File: src/rtl/axis_operand_join_pkg.sv
// Shared defaults for the AXI-Stream adder datapath (join stage, adder, output stage).
package axis_operand_join_pkg;

    // Operand width shared with the adder and the downstream output stage.
    localparam int unsigned DefWidth    = 4;
    // Default width of the emitted-pair counter.
    localparam int unsigned DefCntWidth = 16;

    // Occupancy of a single-entry holding register.
    typedef enum logic {
        StEmpty = 1'b0,
        StFull  = 1'b1
    } hold_state_e;

endpackage

File: src/rtl/axis_hold_reg.sv
// Single-entry AXI-Stream holding register. Captures one beat and keeps it until
// release_i; a new beat may be reloaded in the same cycle as the release.
module axis_hold_reg
    import axis_operand_join_pkg::*;
#(
    parameter int unsigned DW = DefWidth + 1
) (
    input  logic          clk_i,
    input  logic          arstn_i,
    input  logic [DW-1:0] s_tdata_i,
    input  logic          s_tvalid_i,
    output logic          s_tready_o,
    input  logic          release_i,
    output logic          full_o,
    output logic [DW-1:0] data_o
);

    hold_state_e   state_q, state_d;
    logic [DW-1:0] data_q, data_d;
    logic          accept;

    // Ready/next-state: accept when empty, or when the held beat leaves this cycle.
    always_comb begin
        state_d    = state_q;
        data_d     = data_q;
        s_tready_o = arstn_i && ((state_q == StEmpty) || release_i);
        accept     = s_tvalid_i && s_tready_o;
        unique case (state_q)
            StEmpty: if (accept) state_d = StFull;
            StFull:  if (release_i) state_d = accept ? StFull : StEmpty;
            default: state_d = StEmpty;
        endcase
        if (accept) data_d = s_tdata_i;
    end

    // State and payload registers, cleared asynchronously.
    always_ff @(posedge clk_i or negedge arstn_i) begin
        if (!arstn_i) begin
            state_q <= StEmpty;
            data_q  <= '0;
        end else begin
            state_q <= state_d;
            data_q  <= data_d;
        end
    end

    assign full_o = (state_q == StFull);
    assign data_o = data_q;

endmodule

File: src/rtl/axis_operand_join.sv
// Joins operand A and B streams into one pair beat for the adder, with a sticky
// TLAST alignment check and a wrapping count of emitted pairs.
module axis_operand_join
    import axis_operand_join_pkg::*;
#(
    parameter int unsigned WIDTH     = DefWidth,
    parameter int unsigned CNT_WIDTH = DefCntWidth
) (
    input  logic                 clk_i,
    input  logic                 arstn_i,
    input  logic [WIDTH-1:0]     s_a_tdata_i,
    input  logic                 s_a_tvalid_i,
    input  logic                 s_a_tlast_i,
    output logic                 s_a_tready_o,
    input  logic [WIDTH-1:0]     s_b_tdata_i,
    input  logic                 s_b_tvalid_i,
    input  logic                 s_b_tlast_i,
    output logic                 s_b_tready_o,
    output logic [WIDTH-1:0]     m_data1_o,
    output logic [WIDTH-1:0]     m_data2_o,
    output logic                 m_tvalid_o,
    output logic                 m_tlast_o,
    input  logic                 m_tready_i,
    output logic                 last_err_o,
    output logic [CNT_WIDTH-1:0] pair_cnt_o
);

    logic             full_a, full_b;
    logic [WIDTH:0]   hold_a, hold_b;
    logic             pair_fire;
    logic             last_err_q, last_err_d;
    logic [CNT_WIDTH-1:0] cnt_q, cnt_d;

    // Payload is {tlast, tdata} so last travels with its operand.
    axis_hold_reg #(
        .DW (WIDTH + 1)
    ) u_hold_a (
        .clk_i      (clk_i),
        .arstn_i    (arstn_i),
        .s_tdata_i  ({s_a_tlast_i, s_a_tdata_i}),
        .s_tvalid_i (s_a_tvalid_i),
        .s_tready_o (s_a_tready_o),
        .release_i  (pair_fire),
        .full_o     (full_a),
        .data_o     (hold_a)
    );

    axis_hold_reg #(
        .DW (WIDTH + 1)
    ) u_hold_b (
        .clk_i      (clk_i),
        .arstn_i    (arstn_i),
        .s_tdata_i  ({s_b_tlast_i, s_b_tdata_i}),
        .s_tvalid_i (s_b_tvalid_i),
        .s_tready_o (s_b_tready_o),
        .release_i  (pair_fire),
        .full_o     (full_b),
        .data_o     (hold_b)
    );

    // Outputs come only from the holding registers; valid never looks at m_tready_i.
    assign m_tvalid_o = full_a && full_b;
    assign pair_fire  = m_tvalid_o && m_tready_i;
    assign m_data1_o  = hold_a[WIDTH-1:0];
    assign m_data2_o  = hold_b[WIDTH-1:0];
    assign m_tlast_o  = hold_a[WIDTH] | hold_b[WIDTH];
    assign last_err_o = last_err_q;
    assign pair_cnt_o = cnt_q;

    // Sticky TLAST mismatch and wrapping pair count, both updated on a fired pair.
    always_comb begin
        last_err_d = last_err_q;
        cnt_d      = cnt_q;
        if (pair_fire) begin
            cnt_d = cnt_q + 1'b1;
            if (hold_a[WIDTH] != hold_b[WIDTH]) last_err_d = 1'b1;
        end
    end

    // Status registers, cleared asynchronously.
    always_ff @(posedge clk_i or negedge arstn_i) begin
        if (!arstn_i) begin
            last_err_q <= 1'b0;
            cnt_q      <= '0;
        end else begin
            last_err_q <= last_err_d;
            cnt_q      <= cnt_d;
        end
    end

endmodule

File: config.mk
export PLATFORM = sky130hd
export DESIGN_NAME = axis_operand_join
export DESIGN_NICKNAME = d
export VERILOG_FILES = /design/src/rtl/axis_operand_join_pkg.sv /design/src/rtl/axis_hold_reg.sv /design/src/rtl/axis_operand_join.sv
export SDC_FILE = /design/constraint.sdc
export NUM_CORES = 1
export LEC_CHECK = 0
export CAP_MARGIN = 20
export CORE_MARGIN = 2
export CORE_UTILIZATION = 40
export DETAILED_ROUTE_END_ITERATION = 8
export HOLD_SLACK_MARGIN = 0.02
export MAX_ROUTING_LAYER = met4
export PLACE_DENSITY = 0.71
export SETUP_SLACK_MARGIN = 0.4
export SYNTH_ARGS = -nofsm -noshare
export SYNTH_HDL_FRONTEND = slang
export SYNTH_HIERARCHICAL = 1
export SYNTH_SLANG_ARGS = --single-unit
export TNS_END_PERCENT = 5
File: constraint.sdc
create_clock -name clk_i -period 1.65 [get_ports clk_i]
set_clock_uncertainty 0.15 [all_clocks]
set_input_delay 0.2475 -clock clk_i [delete_from_list [all_inputs] [get_ports clk_i]]
set_output_delay 0.2475 -clock clk_i [all_outputs]
set_load 0.03 [all_outputs]
== Word level (Yosys, flattened, before mapping) ==
Index checks and enable logic that the tools add are counted.

* Flip-flop bits (word level): 29
* Input port bits: 15
* Output and inout bits: 29
* Logic and storage cells: 26

* $add $sub $neg: 1
* Equality and inequality tests: 1
* Mux-type cells: 6
* Bitwise operators: 3
* Reduce and logical (&&, ||, !) cells: 9

{| class="wikitable"
|+ Operators by type and width
! kind !! count
|-
| $add A16 B1 Y16 const B || 1
|-
| $logic_and A1 B1 Y1 || 6
|-
| $mux W1 || 4
|-
| $pmux W1 S2 || 2
|-
| $logic_or A1 B1 Y1 || 2
|-
| $not A1 Y1 || 2
|-
| $reduce_and A2 Y1 || 1
|-
| $ne A1 B1 Y1 || 1
|-
| $or A1 B1 Y1 || 1
|}

== Longest topological paths before layout ==
Gate-level depths: netlist (run 1).

* Word-level depth: 8
* Gate-level depth with buffers: 5
* Depth with buffers taken out: 5

== Cells and area by module ==
The synthesis (run 1) kept the hierarchy.

{| class="wikitable"
|+ Modules (own cells, without submodules)
! module !! instances !! cells an instance !! area an instance (um2)
|-
| axis_operand_join || 1 || 65 || 772.0
|-
| axis_hold_reg || 2 || 16 || 249.0
|}

== Worst setup path before layout (run 1) ==
OpenSTA, ideal clock, no wires.

* Path type: register to register
* Start point: register cnt_q[0], in the netlist pair_cnt_o[0]
* End point: register cnt_q[12], in the netlist pair_cnt_o[12]
* Library setup time: 134 ps
* Data arrival time: 1410 ps
* Data required time: 1366 ps
* Slack: -44 ps
* Stages on the path, launching flop included: 6
* Path buffers: 0
* Clock period less this slack: 1694 ps
* Cell sequence: dfrtp_1 -> ha_1 -> nand4_1 -> nor2_1 -> nand4_1 -> xnor2_1

* Longest elaborated chain between the ends: 1

{| class="wikitable"
|+ Ends and longest elaborated chain
! item !! line !! text
|-
| start: declaration || axis_operand_join.sv:32 || <nowiki>logic [CNT_WIDTH-1:0] cnt_q, cnt_d;</nowiki>
|-
| start signal: assignment || axis_operand_join.sv:87 || <nowiki>cnt_q <= cnt_d;</nowiki>
|-
| $add A16 B1 Y16 || axis_operand_join.sv:75 || <nowiki>cnt_d = cnt_q + 1'b1;</nowiki>
|}

Every way passes these cells.
A chain may end at the register's enable or synchronous reset.

== Worst setup path after layout (run 1) ==
* Start point: register u_hold_b.state_q, in the netlist u_hold_b/full_o
* End point: output s_b_tready_o

* Longest elaborated chain between the ends: 4
* Elaborated cells between the ends (all ways): 5
* Classes of those cells: 1 x bitwise; 4 x reduce/logical

{| class="wikitable"
|+ Ends and longest elaborated chain
! item !! line !! text
|-
| start: declaration || axis_hold_reg.sv:18 || <nowiki>hold_state_e state_q, state_d;</nowiki>
|-
| start signal: assignment || axis_hold_reg.sv:39 || <nowiki>state_q <= StEmpty;</nowiki>
|-
| start signal: assignment || axis_hold_reg.sv:42 || <nowiki>state_q <= state_d;</nowiki>
|-
| $logic_and A1 B1 Y1 || axis_operand_join.sv:62 || <nowiki>assign m_tvalid_o = full_a && full_b;</nowiki>
|-
| $logic_and A1 B1 Y1 || axis_operand_join.sv:63 || <nowiki>assign pair_fire = m_tvalid_o && m_tready_i;</nowiki>
|-
| net pair_fire || axis_operand_join.sv:30 || <nowiki>logic pair_fire;</nowiki>
|-
| $logic_or A1 B1 Y1 || axis_hold_reg.sv:26 || <nowiki>s_tready_o = arstn_i && ((state_q == StEmpty) || release_i);</nowiki>
|-
| $logic_and A1 B1 Y1 || axis_hold_reg.sv:26 ||
|-
| end: declaration || axis_operand_join.sv:18 || <nowiki>output logic s_b_tready_o,</nowiki>
|}

The timed path passes the listed nets, and every way through them passes these cells.

==> impl_metrics.csv, run 1 <==
group,metric,value,unit
outcome,status,"finished, violations left",
outcome,failing_checks,"negative setup slack",
global_route,grt_pass1_wl,4720,um
synthesis,synth_cells,97,
routing,number_of_detailed_routing_iterations_run_before_antenna_repair,2,
sta,report.final.setup_viol,2,
global_route,grt_antenna_before_repair,0,
critical_path,timing_worst_setup_path_type,"register to primary output",
global_route,track_usage,18.5,%
pwr,power.total,3.14,mW
clock_network,tritoncts,"yes",
floorplanning,core_region_area,3030,sq um
critical_path,cp-start-kind,"register",
cells_and_area,nets,181,
placed_design,pre_cts_slack,-0.310,ns
sta,hold-worst-slack,0.135,ns
synthesis,yosys-top-cells-count,"sky130_fd_sc_hd__dfrtp_1 (29), sky130_fd_sc_hd__xnor2_1 (11), sky130_fd_sc_hd__mux2_2 (10), sky130_fd_sc_hd__nand2_1 (10), sky130_fd_sc_hd__nand4_1 (6)",
critical_path,cp.arrival,1.29,ns
clock_network,htreeDepth,2,
floorplanning,design.die.area,3640,sq um
sta,timing_max_transition_violations_final,0,
clock_network,clock_latency,0.33,ns
clock_network,clock_sink_count,29,
sta,hold_violations,0,
cells_and_area,filler_cell_count,230,
critical_path,crit_path_max_fanout,3,
synthesis,synth_cell_type_count,19,
synthesis,synth.yosys.seq_area_share,57.1,%
global_route,first_global_vias,1002,
sta,setup_repair_after_global_routing_missed_its_margin,"true",
sta,worst-slew-pin-transition,0.339,ns
global_route,largest_net_degree_at_the_start_of_global_routing,28,
critical_path,rrSetupSlack,0.05,ns
routing,post-route-drc-count,0,
synthesis,synth_enable_flop_cells,0,
cells_and_area,synthToLayoutAreaGrowth,69.5,%
sta,timing.final.crit_period,1.69,ns
routing,drt_iter0_drc,25,
sta,max_freq,593,MHz
cells_and_area,multi_input_comb_area,681,sq um
synthesis,synthesis.yosys.warnings,6,
synthesis,synth.net_count,114,
job,cap_violations,0,
placed_design,placement.io_buffers,43,
pwr,power.density_cell_area,1460,nW/um^2
synthesis,mappedNetlistArea,1270,sq um
worst_hold_path,min-delay-path-class,"input pin to asynchronous set/reset pin",
synthesis,most_frequent_cell_after_synthesis,"sky130_fd_sc_hd__dfrtp_1",
clock_network,cts_root_buf,"sky130_fd_sc_hd__clkbuf_4",
critical_path,cpMaxStageDelayCell,"sky130_fd_sc_hd__dfrtp_2",
floorplanning,io_pins,44,
synthesis,commonest_register_cell_after_synthesis,"sky130_fd_sc_hd__dfrtp_1",
synthesis,ys_top_cells_by_area,"sky130_fd_sc_hd__dfrtp_1 (57%), sky130_fd_sc_hd__mux2_2 (8.9%), sky130_fd_sc_hd__xnor2_1 (7.6%)",
cells_and_area,antennaDiodeCount,0,
critical_path,end_kind,"primary output",
pwr,max-vdd-ir-drop,1210,uV
sta,fin_crit_sh,102,%
synthesis,avgSynthCellArea,13.1,sq um
floorplanning,core.rowCount,20,
global_route,global_route.overflow_total,0,
routing,wl_per_cell,13.3,um
placed_design,gp_routability_congestion,0.742,
critical_path,critPathRequiredTime,1.25,ns
routing,routed_wirelength,2790,um
placed_design,dpl.hpwl,1870,um
cells_and_area,fraction_of_layout_instances_using_a_drive_strength_above_1,64.8,%
clock_network,clk_path_buf_depth,2,
clock_network,cts_buffers,5,
sta,fin_tns_setup,-0.0661,ns
critical_path,critical-path-max-stage-delay,0.43,ns
floorplanning,initial_utilization,41.9,%
synthesis,synth_area_leader_cell,"sky130_fd_sc_hd__dfrtp_1",
routing,detail_route.vias_per_cell,4.65,
cells_and_area,ff_latch_area,743,sq um
clock_network,cts.clk_slew.worst_paths,0.09,ns
pwr,static-leakage-power,1.00,nW
synthesis,synth.ff_latch_count,29,
floorplanning,chipWidth,60.3,um
floorplanning,die_h,60.3,um
sta,setup_ws,-0.0364,ns
routing,antenna_left,0,
clock_network,cts_hold_buffers,0,
synthesis,post-synth-top-area-fraction,57.1,%
routing,total_via_count_in_the_routed_design,972,
sta,max_slew_margin,77.4,%
synthesis,asyncSetResetFlopFracSynth,100,%
critical_path,crit_chain,"nand3_4 > inv_4 > nand2b_4 > and2_4 > buf_6",
## power by group
| group | switching [mW] | internal [mW] |
|---|---|---|
| Sequential | 0.237 | 0.929 |
| Clock | 0.240 | 0.162 |
| Combinational | 0.725 | 0.843 |
| Total | 1.20 | 1.93 |
## kinds of logic (layout without fill, tap and decap cells)
kind of cell | count (synthesis) | count (layout) | share of synthesized area [%]
and+or+nand+nor | 36 | 36 | 19.9
DFF | 29 | 29 | 57.1
xor gates and xnor gates | 15 | 15 | 10.3
muxes | 10 | 10 | 8.87
buffers and inverters | 4 | 72 | 1.18
adders and majority gates | 2 | 2 | 1.97
AOI/OAI and AO/OA | 1 | 1 | 0.591
## area by class of cell
class	instances	share of cell area [%]
well taps	44	2.56
clock inverters	2	0.465
inverters	4	0.814
repair buffers	60	28.1
flip-flops and latches	29	34.5
multi-input cells	64	31.6
clock buffers	6	1.92
## critical path: cells and delay by family (launching register included)
| family | cells | cell delay, ns |
|---|---|---|
| flops | 1 | 0.43 |
| simple gates | 3 | 0.35 |
| buf+inv | 2 | 0.17 |
## per-stage QoR
stage / cell area (sq um) / utilization, % / std cells
CTS: 2080 / 68.8 / 209
finish: 2150 / 71.1 / 209
global route: 2150 / 71.1 / 209
global placement: 1870 / 61.9 / 196
detailed placement: 1870 / 61.9 / 196
floorplan: 1310 / - / 97
## metal layers
layer  share of wire, %  vias up  wire (um)  track usage, %
li1                   -      466          -               -
met1                 44      466       1230            24.5
met2                 49       37       1360            27.3
met3                6.1        3        171            5.76
met4                1.0        0         28            5.71
met5                  0        -          0               -
## registers in the layout, indices dropped and copies added, names as in the netlist
| register | flops |
|---|---|
| u_hold_a/data_o | 5 |
| u_hold_a/full_o | 1 |
| u_hold_b/full_o | 1 |
| u_hold_b/data_o | 5 |
| pair_cnt_o | 16 |
| last_err_o | 1 |
## final timing paths
kind                                                  from                              to  depth (start not counted)
min in group clk_i              pair_cnt_o[10]$_DFFE_PN0P_      pair_cnt_o[10]$_DFFE_PN0P_                          1
max in group asynchronous                          arstn_i       pair_cnt_o[0]$_DFFE_PN0P_                          3
worst min register to register  pair_cnt_o[10]$_DFFE_PN0P_      pair_cnt_o[10]$_DFFE_PN0P_                          1
worst max-delay path             u_hold_b/full_o$_DFF_PN0_                    s_b_tready_o                          5
worst min-delay path                               arstn_i          last_err_o$_DFFE_PN0P_                          2
worst max register to register   u_hold_a/full_o$_DFF_PN0_  u_hold_a/data_o[3]$_DFFE_PN0P_                          6
## cells in the final DEF, fill, tap and decap left out, types with 2 or more instances in the layout
master                            instances
sky130_fd_sc_hd__buf_6                   32
sky130_fd_sc_hd__dfrtp_1                 15
sky130_fd_sc_hd__dfrtp_2                 14
sky130_fd_sc_hd__buf_4                   14
sky130_fd_sc_hd__clkdlybuf4s50_1         13
sky130_fd_sc_hd__mux2_4                  10
sky130_fd_sc_hd__nand2_1                  9
sky130_fd_sc_hd__nand4_1                  6
sky130_fd_sc_hd__xnor2_1                  6
sky130_fd_sc_hd__xnor2_2                  5
sky130_fd_sc_hd__clkbuf_4                 5
sky130_fd_sc_hd__nand3_2                  4
sky130_fd_sc_hd__xor2_1                   4
sky130_fd_sc_hd__inv_2                    3
sky130_fd_sc_hd__and2_4                   3
sky130_fd_sc_hd__nor2_4                   2
sky130_fd_sc_hd__ha_4                     2
sky130_fd_sc_hd__clkinv_2                 2
sky130_fd_sc_hd__nand2b_4                 2
sky130_fd_sc_hd__nor2b_4                  2
## repair_timing
item | in CTS | in global routing
setup buffers | 5 | 0
resized for setup | 203 | 14
pin swaps | 21 | 14
endpoints found under the setup margin | 53 | 54
(Power assumes the default switching activity.)
==> run 2: changes to the inputs <==
Settings changed: CORE_UTILIZATION 40 to 44, PLACE_DENSITY 0.71 to 0.74.
Clock period 1.65 ns to 1.7 ns, I/O delays scaled along.
==> run 2 against run 1 <==
  * The run still ends with negative setup slack left
  * Sequential power shrank 4%
  * Critical endpoint is now s_a_tready_o
  * Flip-flop and latch count did not move
  * Largest power group unchanged
  * Power shrank 3.7%
  * Combinational power down 4%
  * Worst setup slack got worse by 0.070 ns
  * Register-to-register slack gained 0.03 ns
  * Design area down 4.5%
==> impl_metrics.csv, run 2 (same netlist as run 1, synthesis figures left out) <==
group,metric,value,unit
sta,setup_repair_after_global_routing_missed_its_margin,"true",
global_route,grt_pass1_wl,4730,um
clock_network,htreeDepth,2,
cells_and_area,antennaDiodeCount,0,
job,cap_violations,0,
cells_and_area,fraction_of_layout_instances_using_a_drive_strength_above_1,56.1,%
sta,worst-slew-pin-transition,0.378,ns
critical_path,end_kind,"primary output",
cells_and_area,mostFrequentLayoutCell,"sky130_fd_sc_hd__buf_6",
cells_and_area,most-common-layout-cells,"sky130_fd_sc_hd__buf_6 (32), sky130_fd_sc_hd__dfrtp_1 (16), sky130_fd_sc_hd__clkdlybuf4s50_1 (13), sky130_fd_sc_hd__dfrtp_2 (13), sky130_fd_sc_hd__buf_4 (13)",
clock_network,clk_path_buf_depth,2,
critical_path,timing_worst_setup_path_type,"register to primary output",
placed_design,placement.io_buffers,43,
sta,max_freq,554,MHz
sta,timing_max_transition_violations_final,0,
placed_design,placed_area,1850,sq um
routing,routed_wirelength,2760,um
clock_network,cts.clk_slew.worst_paths,0.09,ns
placed_design,gp_routability_congestion,0.745,
clock_network,tritoncts,"yes",
sta,fin_crit_sh,106,%
clock_network,cts_buffers,5,
clock_network,clock_sink_count,29,
floorplanning,die_h,57.7,um
placed_design,place.detailed.instances,181,
global_route,global_route.overflow_total,0,
outcome,failing_checks,"negative setup slack",
pwr,clock_network_power_share,12.9,%
cells_and_area,largest_register_ff_count,16,
sta,setup_ws,-0.107,ns
cells_and_area,final_design_area_no_fill,2050,sq um
routing,detail_route.vias_per_cell,5.01,
global_route,track_usage,19.5,%
sta,report.final.setup_viol,2,
critical_path,cp-start-kind,"register",
pwr,static-leakage-power,0.948,nW
routing,number_of_detailed_routing_iterations_run_before_antenna_repair,3,
pwr,power.total,3.02,mW
clock_network,cts_root_buf,"sky130_fd_sc_hd__clkbuf_4",
clock_network,clock_latency,0.32,ns
routing,drt_iter0_drc,5,
sta,hold_violations,0,
critical_path,cp.arrival,1.40,ns
pwr,internal_power,1.87,mW
routing,antenna_left,0,
cells_and_area,nets,180,
routing,wl_per_cell,14.1,um
cells_and_area,layout.cells.non_filler,195,
floorplanning,core_region_area,2760,sq um
cells_and_area,synthToLayoutAreaGrowth,61.8,%
global_route,largest_net_degree_at_the_start_of_global_routing,19,
pwr,power.density_cell_area,1470,nW/um^2
pwr,combPwrFrac,49.9,%
outcome,status,"finished, violations left",
critical_path,crit_path_max_fanout,4,
sta,max_slew_margin,74.6,%
floorplanning,initial_utilization,46.1,%
routing,post-route-drc-count,0,
pwr,switching_portion_of_total_power,38.0,%
pwr,sequentialPowerShare,37.2,%
floorplanning,design.die.area,3330,sq um
routing,total_via_count_in_the_routed_design,977,
worst_hold_path,min-delay-path-class,"input pin to asynchronous set/reset pin",
floorplanning,core.rowCount,19,
critical_path,critPathRequiredTime,1.29,ns
placed_design,dpl.hpwl,1870,um
pwr,max-vdd-ir-drop,1250,uV
pwr,p_switching,1.15,mW
floorplanning,io_pins,44,
critical_path,rrSetupSlack,0.08,ns
sta,timing.final.crit_period,1.81,ns
global_route,first_global_vias,1054,
global_route,grt_antenna_before_repair,0,
floorplanning,chipWidth,57.7,um
[run 2: cell count changes in the layout (fill, tap and decap cells not counted), moves of 2 or more]
| cell | delta |
|---|---|
| sky130_fd_sc_hd__nand3_1 | +3 |
| sky130_fd_sc_hd__xnor2_1 | +5 |
| sky130_fd_sc_hd__clkbuf_1 | +2 |
| sky130_fd_sc_hd__clkinv_2 | -2 |
| sky130_fd_sc_hd__inv_1 | +2 |
| sky130_fd_sc_hd__inv_2 | -2 |
| sky130_fd_sc_hd__nand3_2 | -3 |
| sky130_fd_sc_hd__xnor2_2 | -5 |
[run 2: path summary, 6_finish.rpt]
path	start	cells after the start	end
worst max-delay path	u_hold_b/full_o$_DFF_PN0_	6	s_a_tready_o
worst min-delay path	arstn_i	2	last_err_o$_DFFE_PN0P_
worst max register to register	u_hold_a/full_o$_DFF_PN0_	5	pair_cnt_o[13]$_DFFE_PN0P_
worst min register to register	pair_cnt_o[10]$_DFFE_PN0P_	1	pair_cnt_o[10]$_DFFE_PN0P_
max in group asynchronous	arstn_i	3	u_hold_b/full_o$_DFF_PN0_
min in group clk_i	pair_cnt_o[10]$_DFFE_PN0P_	1	pair_cnt_o[10]$_DFFE_PN0P_
[run 2: power by group through the flow]
stage | Sequential (mW) | Combinational (mW) | Clock [mW]
global route | 1.15 | 1.60 | 0.443
global placement | 1.10 | 1.24 | 0
finish | 1.12 | 1.51 | 0.389
detailed placement | 1.11 | 1.26 | 0
CTS | 1.09 | 1.40 | 0.396
floorplan | 1.40 | 0.411 | 0
[run 2: final cells by class]
cell class	count	area [sq um]
clock buffers	8	48.8
fillers	184	703
inverters	4	17.5
multi-input cells	64	611
flip-flops and latches	29	742
well taps	31	38.8
repair buffers	59	597
[run 2: worst max-delay path: stages, from the launching register on]
cell and delay, ns:
sky130_fd_sc_hd__dfrtp_2 0.43, sky130_fd_sc_hd__nand3_4 0.09, sky130_fd_sc_hd__inv_4 0.04, sky130_fd_sc_hd__nand2b_4 0.14, sky130_fd_sc_hd__buf_6 0.11, sky130_fd_sc_hd__and2_4 0.15
sky130_fd_sc_hd__buf_6 0.13
[run 2: metrics by stage]
stage          TNS (ns)  worst slack [ns]  utilization [%]  hold slack [ns]
2_1_floorplan         0             0.185                -           -0.191
6_report         -0.142            -0.107             74.5            0.209
4_1_cts          -0.148            -0.109             72.4            0.223
5_1_grt          -0.360            -0.167             74.5            0.210
3_5_place_dp      -4.23            -0.270             67.0            0.293
3_3_place_gp      -3.85            -0.236             67.0            0.303
[run 2: per-layer routing]
layer	GRT usage (%)	share of wire [%]	vias up
met5	-	0	-
met4	3.99	1.1	0
met3	7.59	6.5	6
met2	31.2	48	36
met1	23.6	44	470
li1	-	-	465
[run 2: what timing repair did]
item | in CTS | in global routing
resized for setup | 197 | 26
pin swaps | 22 | 11
hold buffers | 0 | 0
buffers inserted | 6 | 0
setup endpoints to repair | 51 | 52
hold endpoints to repair | 0 | 0
